`config.mk`:
```
export PLATFORM = sky130hd
export DESIGN_NAME = collatz_sweep
export DESIGN_NICKNAME = d
export VERILOG_FILES = /design/src/rtl/collatz_pkg.sv /design/src/rtl/collatz_lane.sv /design/src/rtl/collatz_sweep.sv
export SDC_FILE = /design/constraint.sdc
export NUM_CORES = 1
export LEC_CHECK = 0
export ABC_AREA = 1
export CORE_MARGIN = 2
export CORE_UTILIZATION = 54
export CTS_BUF_LIST = sky130_fd_sc_hd__clkbuf_4 sky130_fd_sc_hd__clkbuf_8
export DETAILED_ROUTE_END_ITERATION = 16
export PLACE_DENSITY = 0.72
export SLEW_MARGIN = 25
export SYNTH_ARGS = -nofsm -noshare
export SYNTH_HDL_FRONTEND = slang
export SYNTH_SLANG_ARGS = --single-unit
export TNS_END_PERCENT = 50
```
`constraint.sdc`:
```
create_clock -name i_clk -period 4.5 [get_ports i_clk]
set_input_delay 1.125 -clock i_clk [delete_from_list [all_inputs] [get_ports i_clk]]
set_output_delay 1.125 -clock i_clk [all_outputs]
set_load 0.1 [all_outputs]
```
`src/rtl/collatz_pkg.sv`:
```
// Shared types and helpers for the multi-lane Collatz range sweeper.
package collatz_pkg;

  // Per-lane iteration state
  typedef enum logic [1:0] {
    LANE_FREE = 2'd0,
    LANE_ITER = 2'd1,
    LANE_HOLD = 2'd2
  } lane_state_e;

  // Sweep-level control state
  typedef enum logic [1:0] {
    TOP_IDLE = 2'd0,
    TOP_RUN  = 2'd1,
    TOP_FIN  = 2'd2
  } top_state_e;

  // Result of a lowest-index-wins priority encode over up to eight requesters
  typedef struct packed {
    logic       valid;
    logic [2:0] idx;
  } prio_t;

  // Lowest set bit wins; used for both lane dispatch and write grant
  function automatic prio_t prio_enc(input logic [7:0] i_req);
    prio_t r_sel;
    r_sel.valid = 1'b0;
    r_sel.idx   = 3'd0;
    for (int k = 7; k >= 0; k--) begin
      if (i_req[k]) begin
        r_sel.valid = 1'b1;
        r_sel.idx   = 3'(k);
      end else begin
        r_sel = r_sel;
      end
    end
    return r_sel;
  endfunction

endpackage

```
`src/rtl/collatz_lane.sv`:
```
// One Collatz iteration lane: loads a start value, iterates to 1 (or to an
// overflow/saturation stop), then holds its result until the write port is granted.
module collatz_lane
  import collatz_pkg::*;
#(
  parameter int N_BITS     = 32,
  parameter int COUNT_BITS = 16,
  parameter int TAG_BITS   = 4
) (
  input  logic                  i_clk,
  input  logic                  i_reset,
  input  logic                  i_load,
  input  logic [N_BITS-1:0]     i_n_in,
  input  logic [TAG_BITS-1:0]   i_tag_in,
  input  logic                  i_grant,
  output logic                  o_hold,
  output logic [COUNT_BITS-1:0] o_result,
  output logic [TAG_BITS-1:0]   o_tag,
  output logic                  o_ovf,
  output logic                  o_sat
);

  lane_state_e             r_state;
  logic [N_BITS-1:0]       r_n;
  logic [COUNT_BITS-1:0]   r_cnt;
  logic [COUNT_BITS-1:0]   r_result;
  logic [TAG_BITS-1:0]     r_tag;
  logic                    r_ovf;
  logic                    r_sat;

  lane_state_e             w_state_nxt;
  logic [N_BITS-1:0]       w_n_nxt;
  logic [COUNT_BITS-1:0]   w_cnt_nxt;
  logic [COUNT_BITS-1:0]   w_result_nxt;
  logic                    w_ovf_nxt;
  logic                    w_sat_nxt;
  logic [N_BITS+1:0]       w_3n1;
  logic                    w_cnt_max;

  // 3n+1 at two extra bits so an escape past N_BITS is visible
  assign w_3n1     = {2'b00, r_n} + {1'b0, r_n, 1'b0} + {{(N_BITS+1){1'b0}}, 1'b1};
  assign w_cnt_max = &r_cnt;

  // State and datapath registers
  always_ff @(posedge i_clk) begin
    if (i_reset) begin
      r_state  <= LANE_FREE;
      r_n      <= {N_BITS{1'b0}};
      r_cnt    <= {COUNT_BITS{1'b0}};
      r_result <= {COUNT_BITS{1'b0}};
      r_tag    <= {TAG_BITS{1'b0}};
      r_ovf    <= 1'b0;
      r_sat    <= 1'b0;
    end else begin
      r_state  <= w_state_nxt;
      r_n      <= w_n_nxt;
      r_cnt    <= w_cnt_nxt;
      r_result <= w_result_nxt;
      r_ovf    <= w_ovf_nxt;
      r_sat    <= w_sat_nxt;
      if ((r_state == LANE_FREE) && i_load) begin
        r_tag <= i_tag_in;
      end else begin
        r_tag <= r_tag;
      end
    end
  end

  // Next state and next iterate; n==0 stops immediately so it cannot hang
  always_comb begin
    w_state_nxt  = r_state;
    w_n_nxt      = r_n;
    w_cnt_nxt    = r_cnt;
    w_result_nxt = r_result;
    w_ovf_nxt    = r_ovf;
    w_sat_nxt    = r_sat;
    case (r_state)
      LANE_FREE: begin
        if (i_load) begin
          w_state_nxt  = LANE_ITER;
          w_n_nxt      = i_n_in;
          w_cnt_nxt    = {{(COUNT_BITS-1){1'b0}}, 1'b1};
          w_result_nxt = {COUNT_BITS{1'b0}};
          w_ovf_nxt    = 1'b0;
          w_sat_nxt    = 1'b0;
        end else begin
          w_state_nxt = LANE_FREE;
        end
      end
      LANE_ITER: begin
        if (r_n == {{(N_BITS-1){1'b0}}, 1'b1}) begin
          w_state_nxt  = LANE_HOLD;
          w_result_nxt = r_cnt;
        end else if (r_n == {N_BITS{1'b0}}) begin
          w_state_nxt  = LANE_HOLD;
          w_result_nxt = {COUNT_BITS{1'b0}};
        end else if (r_n[0] && (w_3n1[N_BITS+1:N_BITS] != 2'b00)) begin
          w_state_nxt  = LANE_HOLD;
          w_result_nxt = {COUNT_BITS{1'b1}};
          w_ovf_nxt    = 1'b1;
        end else if (w_cnt_max) begin
          w_state_nxt  = LANE_HOLD;
          w_result_nxt = {COUNT_BITS{1'b1}};
          w_sat_nxt    = 1'b1;
        end else if (r_n[0]) begin
          w_n_nxt   = w_3n1[N_BITS-1:0];
          w_cnt_nxt = r_cnt + {{(COUNT_BITS-1){1'b0}}, 1'b1};
        end else begin
          w_n_nxt   = {1'b0, r_n[N_BITS-1:1]};
          w_cnt_nxt = r_cnt + {{(COUNT_BITS-1){1'b0}}, 1'b1};
        end
      end
      LANE_HOLD: begin
        if (i_grant) begin
          w_state_nxt = LANE_FREE;
        end else begin
          w_state_nxt = LANE_HOLD;
        end
      end
      default: begin
        w_state_nxt = LANE_FREE;
      end
    endcase
  end

  // Outputs straight from registered state
  always_comb begin
    o_hold   = (r_state == LANE_HOLD);
    o_result = r_result;
    o_tag    = r_tag;
    o_ovf    = r_ovf;
    o_sat    = r_sat;
  end

endmodule

```
`src/rtl/collatz_sweep.sv`:
```
// Multi-lane Collatz range sweeper: dispatches RAM_WORDS consecutive start
// values to LANES iteration lanes, stores each sequence length in a count RAM,
// and tracks the longest sequence plus sticky overflow/saturation flags.
module collatz_sweep
  import collatz_pkg::*;
#(
  parameter int N_BITS        = 32,
  parameter int COUNT_BITS    = 16,
  parameter int RAM_WORDS     = 16,
  parameter int RAM_ADDR_BITS = 4,
  parameter int LANES         = 2
) (
  input  logic                     i_clk,
  input  logic                     i_reset,
  input  logic                     i_go,
  input  logic [N_BITS-1:0]        i_start,
  input  logic [RAM_ADDR_BITS-1:0] i_rd_addr,
  output logic [COUNT_BITS-1:0]    o_count,
  output logic                     o_busy,
  output logic                     o_done,
  output logic [COUNT_BITS-1:0]    o_max_count,
  output logic [N_BITS-1:0]        o_max_start,
  output logic                     o_overflow,
  output logic                     o_saturated
);

  localparam int                  IDX_BITS = RAM_ADDR_BITS + 1;
  localparam logic [IDX_BITS-1:0] WORDS_L  = IDX_BITS'(RAM_WORDS);
  localparam logic [IDX_BITS-1:0] LAST_L   = IDX_BITS'(RAM_WORDS - 1);

  top_state_e                r_state;
  logic                      r_go_q;
  logic [N_BITS-1:0]         r_base;
  logic [IDX_BITS-1:0]       r_idx;
  logic [IDX_BITS-1:0]       r_wr_cnt;
  logic [LANES-1:0]          r_lane_busy;
  logic                      r_busy;
  logic                      r_done;
  logic                      r_overflow;
  logic                      r_saturated;
  logic [COUNT_BITS-1:0]     r_max_count;
  logic [N_BITS-1:0]         r_max_start;
  logic [COUNT_BITS-1:0]     r_count;
  logic [COUNT_BITS-1:0]     r_mem [RAM_WORDS];

  top_state_e                w_state_nxt;
  logic                      w_go_rise;
  logic [7:0]                w_hold_pad;
  logic [7:0]                w_free_pad;
  prio_t                     w_wr_sel;
  prio_t                     w_disp_sel;
  logic                      w_dispatch;
  logic                      w_wr_valid;
  logic                      w_last_write;
  logic [LANES-1:0]          w_load;
  logic [LANES-1:0]          w_grant;
  logic [LANES-1:0]          w_hold;
  logic [LANES-1:0]          w_ovf;
  logic [LANES-1:0]          w_sat;
  logic [COUNT_BITS-1:0]     w_result [LANES];
  logic [RAM_ADDR_BITS-1:0]  w_tag [LANES];
  logic [COUNT_BITS-1:0]     w_wr_result;
  logic [RAM_ADDR_BITS-1:0]  w_wr_tag;
  logic                      w_wr_ovf;
  logic                      w_wr_sat;
  logic [N_BITS-1:0]         w_n_in;
  logic [RAM_ADDR_BITS-1:0]  w_tag_in;

  assign w_go_rise    = i_go & ~r_go_q;
  assign w_n_in       = r_base + N_BITS'(r_idx);
  assign w_tag_in     = r_idx[RAM_ADDR_BITS-1:0];
  assign w_last_write = w_wr_valid && (r_wr_cnt == LAST_L);

  for (genvar g = 0; g < LANES; g++) begin : g_lane
    collatz_lane #(
      .N_BITS    (N_BITS),
      .COUNT_BITS(COUNT_BITS),
      .TAG_BITS  (RAM_ADDR_BITS)
    ) u_lane (
      .i_clk   (i_clk),
      .i_reset (i_reset),
      .i_load  (w_load[g]),
      .i_n_in  (w_n_in),
      .i_tag_in(w_tag_in),
      .i_grant (w_grant[g]),
      .o_hold  (w_hold[g]),
      .o_result(w_result[g]),
      .o_tag   (w_tag[g]),
      .o_ovf   (w_ovf[g]),
      .o_sat   (w_sat[g])
    );
  end

  // Dispatch to lowest FREE lane and grant the write port to lowest HOLD lane
  always_comb begin
    w_hold_pad                = 8'd0;
    w_hold_pad[LANES-1:0]     = w_hold;
    w_free_pad                = 8'd0;
    w_free_pad[LANES-1:0]     = ~r_lane_busy;
    w_wr_sel                  = prio_enc(w_hold_pad);
    w_disp_sel                = prio_enc(w_free_pad);
    w_dispatch                = (r_state == TOP_RUN) && (r_idx < WORDS_L) && w_disp_sel.valid;
    w_wr_valid                = w_wr_sel.valid;
    w_grant                   = {LANES{1'b0}};
    w_load                    = {LANES{1'b0}};
    w_wr_result               = {COUNT_BITS{1'b0}};
    w_wr_tag                  = {RAM_ADDR_BITS{1'b0}};
    w_wr_ovf                  = 1'b0;
    w_wr_sat                  = 1'b0;
    for (int k = 0; k < LANES; k++) begin
      if (w_wr_valid && (w_wr_sel.idx == 3'(k))) begin
        w_grant[k]  = 1'b1;
        w_wr_result = w_result[k];
        w_wr_tag    = w_tag[k];
        w_wr_ovf    = w_ovf[k];
        w_wr_sat    = w_sat[k];
      end else begin
        w_grant[k] = 1'b0;
      end
      if (w_dispatch && (w_disp_sel.idx == 3'(k))) begin
        w_load[k] = 1'b1;
      end else begin
        w_load[k] = 1'b0;
      end
    end
  end

  // Top state register
  always_ff @(posedge i_clk) begin
    if (i_reset) begin
      r_state <= TOP_IDLE;
    end else begin
      r_state <= w_state_nxt;
    end
  end

  // Top next-state: go edge starts, last write finishes, FIN lasts one cycle
  always_comb begin
    w_state_nxt = r_state;
    case (r_state)
      TOP_IDLE: begin
        if (w_go_rise) begin
          w_state_nxt = TOP_RUN;
        end else begin
          w_state_nxt = TOP_IDLE;
        end
      end
      TOP_RUN: begin
        if (w_last_write) begin
          w_state_nxt = TOP_FIN;
        end else begin
          w_state_nxt = TOP_RUN;
        end
      end
      TOP_FIN: begin
        w_state_nxt = TOP_IDLE;
      end
      default: begin
        w_state_nxt = TOP_IDLE;
      end
    endcase
  end

  // Sweep bookkeeping: go edge detect, index, write count, max tracker, flags
  always_ff @(posedge i_clk) begin
    if (i_reset) begin
      r_go_q      <= 1'b1;
      r_base      <= {N_BITS{1'b0}};
      r_idx       <= {IDX_BITS{1'b0}};
      r_wr_cnt    <= {IDX_BITS{1'b0}};
      r_busy      <= 1'b0;
      r_done      <= 1'b0;
      r_overflow  <= 1'b0;
      r_saturated <= 1'b0;
      r_max_count <= {COUNT_BITS{1'b0}};
      r_max_start <= {N_BITS{1'b0}};
    end else begin
      r_go_q <= i_go;
      r_busy <= (w_state_nxt != TOP_IDLE);
      if ((r_state == TOP_IDLE) && w_go_rise) begin
        r_base      <= i_start;
        r_idx       <= {IDX_BITS{1'b0}};
        r_wr_cnt    <= {IDX_BITS{1'b0}};
        r_done      <= 1'b0;
        r_overflow  <= 1'b0;
        r_saturated <= 1'b0;
        r_max_count <= {COUNT_BITS{1'b0}};
        r_max_start <= {N_BITS{1'b0}};
      end else begin
        if (w_dispatch) begin
          r_idx <= r_idx + IDX_BITS'(1);
        end else begin
          r_idx <= r_idx;
        end
        if (w_wr_valid) begin
          r_wr_cnt    <= r_wr_cnt + IDX_BITS'(1);
          r_overflow  <= r_overflow | w_wr_ovf;
          r_saturated <= r_saturated | w_wr_sat;
          // strict compare: on a tie the earlier writer keeps the title
          if (w_wr_result > r_max_count) begin
            r_max_count <= w_wr_result;
            r_max_start <= r_base + N_BITS'(w_wr_tag);
          end else begin
            r_max_count <= r_max_count;
          end
        end else begin
          r_wr_cnt <= r_wr_cnt;
        end
        if (r_state == TOP_FIN) begin
          r_done <= 1'b1;
        end else begin
          r_done <= r_done;
        end
      end
    end
  end

  // Lane occupancy: taken on dispatch, released when its result is written
  always_ff @(posedge i_clk) begin
    if (i_reset) begin
      r_lane_busy <= {LANES{1'b0}};
    end else begin
      r_lane_busy <= (r_lane_busy & ~w_grant) | w_load;
    end
  end

  // Count RAM write port; contents survive reset
  always_ff @(posedge i_clk) begin
    if (w_wr_valid) begin
      r_mem[w_wr_tag] <= w_wr_result;
    end
  end

  // Registered read port; a same-cycle write is not forwarded
  always_ff @(posedge i_clk) begin
    if (i_reset) begin
      r_count <= {COUNT_BITS{1'b0}};
    end else if ({1'b0, i_rd_addr} < WORDS_L) begin
      r_count <= r_mem[i_rd_addr];
    end else begin
      r_count <= {COUNT_BITS{1'b0}};
    end
  end

  // Drive outputs from registers
  always_comb begin
    o_count     = r_count;
    o_busy      = r_busy;
    o_done      = r_done;
    o_max_count = r_max_count;
    o_max_start = r_max_start;
    o_overflow  = r_overflow;
    o_saturated = r_saturated;
  end

endmodule
```
# Word level (Yosys, flattened, before mapping)
# Memories as Yosys holds them, arrays and structs flattened. A register that Yosys moved wholly into a read port is not among the register bits.
# Cells that the tools add are included.
totals:
  memories: 1
  wordCells: 203
  register_bits: 243
  romBits: 0
  ram_bits: 256
  out_inout_bits: 68
  input_bits: 39
  latchBits: 0
memory_table:
  columns: ["memory", "depth", "width", "rd", "rd_clocked_by_memory_dff", "write_ports", "line_no", "source"]
  rows:
  - ["r_mem", 16, 16, 1, 1, 1, "collatz_sweep.sv:44", "logic [COUNT_BITS-1:0] r_mem [RAM_WORDS];"]
op_classes:
  n_eq_ne: 27
  n_lt_le_gt_ge: 2
  addsub: 10
  n_mux: 93
  n_shift: 0
  mul: 0
  div_mod_pow: 0
  n_reduce_logical: 36
  bitwise_logic: 8
op_table:
  columns: ["op", "count"]
  rows:
  - ["$mux W32", 12]
  - ["$mux W16", 22]
  - ["$pmux W16 S2", 4]
  - ["$pmux W32 S2", 2]
  - ["$add A32 B33 Y34", 2]
  - ["$add A34 B1 Y34 const B", 2]
  - ["$eq A32 B1 Y1 const B", 2]
  - ["$logic_not A32 Y1", 2]
  - ["$add A16 B1 Y16 const B", 2]
  - ["$add A32 B4 Y32", 1]
  - ["$add A32 B5 Y32", 1]
  - ["$reduce_and A16 Y1", 2]
  - ["$mux W1", 29]
  - ["$mux W4", 6]
  - ["$reduce_and A6 Y1", 4]
  - ["$mux W2", 11]
  - ["$gt A16 B16 Y1", 1]
  - ["$ne A2 B2 Y1 const B", 8]
  - ["$logic_and A1 B1 Y1", 12]
  - ["$ne A2 B1 Y1 const B", 6]
  - ["$pmux W2 S3", 2]
  - ["$add A5 B1 Y5 const B", 2]
  - ["$ne A5 B1 Y1 const B", 2]
  - ["$reduce_and A5 Y1", 2]
  - ["other kinds (19)", 37]

# Logic depth before layout (Yosys ltp)
depth:
  ltp_word: 9
  mapped_depth: 22
  ltp_nobuf: 21

# Modules after synthesis
# A second synthesis with hierarchy kept.
unflattened:
  hier_cells: 3879
  hier_area_um2: 29420.7
modules_own_cells:
  columns: ["mod", "n_inst", "cells_each", "area_per_inst_um2"]
  rows:
  - ["collatz_sweep", 1, 1787, 16803.6]
  - ["collatz_lane", 2, 1046, 6308.6]

# Least setup slack after synthesis
# Ideal clock, no wire load.
synth_path:
  path_kind: "register -> register"
  start: "register g_lane[1].u_lane.r_state[1]"
  end: "register r_max_start[20], in the netlist o_max_start[20]"
  path_stages_with_launch: 18
  synth_period_minus_slack_ns: 3.227
  path_buffers: 0
  setup_ns: 0.071
  arrival_ns: 3.156
  required_time_ns: 4.429
  setup_slack_ns: 1.273
  cell_sequence: "dfxtp_1 -> inv_1 -> nor2_1 -> inv_1 -> nor2_2 -> inv_1 -> o22ai_1 -> ha_1 -> inv_1 -> fa_1 -> nor2_1 -> a211oi_1 -> nor3_1 -> nand2_1 -> nor3_1 -> nand2_1 -> xor2_1 -> a21oi_1"
synth_via:
  elab_chain_cells: 9
synth_rtl:
  columns: ["element", "line_no", "source"]
  rows:
  - ["start: declaration", "collatz_lane.sv:23", "lane_state_e r_state;"]
  - ["start signal: assignment", "collatz_lane.sv:55", "r_state <= w_state_nxt;"]
  - ["$eq A2 B2 Y1 *", "collatz_lane.sv:128", "o_hold = (r_state == LANE_HOLD);"]
  - ["$mux W4 * (2 in a row)", "collatz_pkg.sv:30", "if (i_req[k]) begin"]
  - ["parallel branches: the longest is 6 deep, another holds $add A32 B4 Y32", null, null]
  - ["end signal: assignment", "collatz_sweep.sv:176", "r_max_start <= {N_BITS{1'b0}};"]
  - ["end signal: assignment", "collatz_sweep.sv:188", "r_max_start <= {N_BITS{1'b0}};"]
  - ["end signal: assignment", "collatz_sweep.sv:202", "r_max_start <= r_base + N_BITS'(w_wr_tag);"]
  - ["end: declaration", "collatz_sweep.sv:42", "logic [N_BITS-1:0] r_max_start;"]
# Every way passes the cells marked *.
# A chain may end at the register's enable or synchronous reset.

# Worst setup path after layout
layout_path:
  start: "register g_lane[1].u_lane.r_state[1]"
  end: "register r_max_start[22], in the netlist o_max_start[22]"
# Same word-level chain as after synthesis.

==> results.ini <==
[clocking]
ctsResizeCount=0
cts_setup_buffers=0
cts_buffers=85
cts_hold_buf=0
clock-sinks=515
root_buffer=clkbuf_8
clkLatencyLatePin_ps=690
cts_tree=yes
cts.reportedPaths.clkPinSlew_ps=60
htree_levels=3
clk_path_buf_depth=3

[outcome]
status=complete, no violations

[floorplan]
start_util_pct=54.7
die_y_um=232
die_w_um=232
die_area_um2=53900
num_io_pins=107
core_area_um2=51400
rows=83

[setup_path]
crit_chain=inv_1 > nor2_1 > inv_1 > nor2_2 > inv_1 > o22ai_1 > ha_1 > inv_1 > fa_1 > nor2_1 > a211oi_1 > nor3_1 > nand2_1 > nor2_1 > nand2_1 > nor2_1 > xor2_1 > a21oi_1
cp-start-kind=register
reg2reg_from=g_lane[1].u_lane.r_state[1]
r2r_slack_ps=640
worstPathRequired_ps=5030
critPathTopFamily=simple AND/OR/NAND/NOR gates
crit_type=register to register
crit_end=o_max_start[22]
worstSetupEndpointType=register
max_stage_delay_ps=490
cp.arrival_ps=4390
cp_num_buf_inv=4
cp_slowest_cell=nor3_1
path_depth=18
critPathLaunch=g_lane[1].u_lane.r_state[1]
worstReg2RegEnd=o_max_start[22]
r2r_cells=18
crit_fanout=7

[placement]
place_worst_setup_slack_ps=725
place_area_um2=29900
numPortBuffers=106
place_inst=4300
dp_hpwl_mm=55.2
gp_congestion=0.985

[sta]
tns_ps=0
final_hold_viol_count=0
clock_skew_ps=37.5
slew_headroom_pct=31.7
finalSetupViolations=0
finalCritPeriodShare_pct=85.9
tightest_slew_ps=1020
rsz0062_at_grt=no
drv_slew=0
hold_ws_ps=458
setup_ws_ps=637
period_minus_slack_ps=3860
max_freq_mhz=259

[cells_and_area]
num-fill-cells=4650
area_growth_pct=12.9
stdcell_count=4460
nets=3884
drive_above_1_share_pct=7.54
final_cell_area_um2=31700

[logic_synthesis]
yosysMostFrequentCell=nand2_1
synth_commonest_cells=nand2_1, nor2_1, o21ai_0, inv_1, a21oi_1
synth-seq-area-share_pct=45.8
yosysTopAreaCell=edfxtp_1
async_flop_share_pct=0
synth_area_um2=28100
yosysUniqueCellTypes=49
synth_edf_count=256
synthCells=3602
ys_warn_count=0
syn_nets=3779
ys_ff_latch=515
avgSynthCellArea_um2=7.81
synthTopCellsByArea=edfxtp_1, dfxtp_1, nand2_1
yosysTopAreaCellShare_pct=27.3
ys.flop_type=dfxtp_1

[detailed_routing]
avgRoutedWirePerCell_um=18.1
antenna_left=0
first_pass_iters=5
num_vias=24800
routed_wl_mm=80.9
drc_errors=0
viasPerCell=5.56
drt_iter0_drc=2282

[power]
p_leak_uw=0.0130
peakVddDrop_mv=0.225
powerDensity_nw_per_um2=340

[global_routing]
grt_pass1_vias=23400
grt_max_degree=115
antenna_found_initial=1
grt_pass1_wl_mm=127
overflow=0
grt_use_total_pct=29.9

[flow_run]
drv_cap=0

[min_path]
hold_class=register to register
holdPathStages=2

-- how the worst min path moves through the flow --
stage,from,endpoint
2_1_floorplan,g_lane[1].u_lane.o_tag[0],g_lane[1].u_lane.o_tag[0]
3_3_place_gp,r_wr_cnt[3],r_wr_cnt[3]
3_5_place_dp,g_lane[1].u_lane.o_tag[2],g_lane[1].u_lane.o_tag[2]
4_1_cts,g_lane[1].u_lane.o_tag[1],g_lane[1].u_lane.o_tag[1]
5_1_grt,g_lane[1].u_lane.o_tag[2],g_lane[1].u_lane.o_tag[2]
6_report,g_lane[1].u_lane.o_tag[1],g_lane[1].u_lane.o_tag[1]
-- cells by family after synthesis --
group	share of synthesized area [%]
fa+ha+maj	6.25
buf+inv	7.24
flops	45.8
xor+xnor	2.49
simple gates	22.8
compound gates	15.4
-- placed cells by master (no fill, tap or decap), drive strengths merged, types with 6 or more instances in the layout --
cell / instances
buf: 65
nor4: 8
o21ai: 372
nand2: 792
o211ai: 27
nand4: 23
o21bai: 13
a21oi: 281
inv: 366
o22ai: 29
xnor2: 8
clkdlybuf4s50: 102
nand3b: 9
nor3: 49
nand3: 207
ha: 134
o221ai: 42
nor2: 459
a211oi: 6
dfxtp: 259
or2: 9
xor2: 72
clkbuf: 133
clkinv: 25
edfxtp: 256
-- layer usage --
layer	vias up	share of wire, %	global-route usage [%]
met5	-	0	0
met4	0	3.1	10.0
met3	164	6.2	4.49
met2	867	48	51.3
met1	11500	42	38.6
li1	12300	-	-
-- per-stage QoR --
| step | util (%) | total power, µW |
|---|---|---|
| 6_report | 61.7 | 10800 |
| 5_1_grt | 61.7 | 11200 |
| 4_1_cts | 61.7 | 10800 |
| 3_5_place_dp | 58.2 | 6580 |
| 3_3_place_gp | 58.2 | 6570 |
| 2_1_floorplan | - | 6170 |
-- worst register-to-register path, cell delays in order (launching register included) --
cell and delay, ps:
dfxtp_1 380, inv_1 70, nor2_1 130, inv_1 90, nor2_2 100, inv_1 130, o22ai_1 370, ha_1 260
inv_1 60, fa_1 400, nor2_1 130, a211oi_1 80, nor3_1 490, nand2_1 230, nor2_1 270, nand2_1 150
nor2_1 140, xor2_1 160, a21oi_1 80
-- sequential cells by signal, summed over array words and instances (netlist names), named ones only --
| signal | cells |
|---|---|
| g_lane.u_lane.o_ovf | 2 |
| o_count | 16 |
| o_max_count | 16 |
| r_state | 2 |
| g_lane.u_lane.r_state | 4 |
| r_idx | 5 |
| g_lane.u_lane.r_n | 62 |
| o_max_start | 32 |
| r_wr_cnt | 5 |
| o_done | 1 |
| r_mem | 256 |
| r_base | 32 |
| g_lane.u_lane.o_result | 32 |
| r_go_q | 1 |
| g_lane.u_lane.o_tag | 8 |
| o_busy | 1 |
| r_lane_busy | 2 |
| o_overflow | 1 |
| g_lane.u_lane.r_cnt | 32 |
| g_lane.u_lane.o_sat | 2 |
| o_saturated | 1 |
-- final cells by class --
type                    instances  area [µm²]  area share [%]
clock buffers                 133        1620            5.12
clock inverters                25         181           0.572
well taps                     680         851            2.68
repair buffers                167        1520            4.78
diodes                          2        5.00          0.0158
flip-flops and latches        515       12900            40.6
multi-input cells            2569       13300            41.9
inverters                     369        1390            4.37
-- power by group --
group	switching, µW	total [µW]	internal (µW)
Sequential	103	5120	5020
Combinational	975	1370	396
Clock	1930	4310	2370
Total	3010	10800	7790
Power figures use the tool's default switching activity.
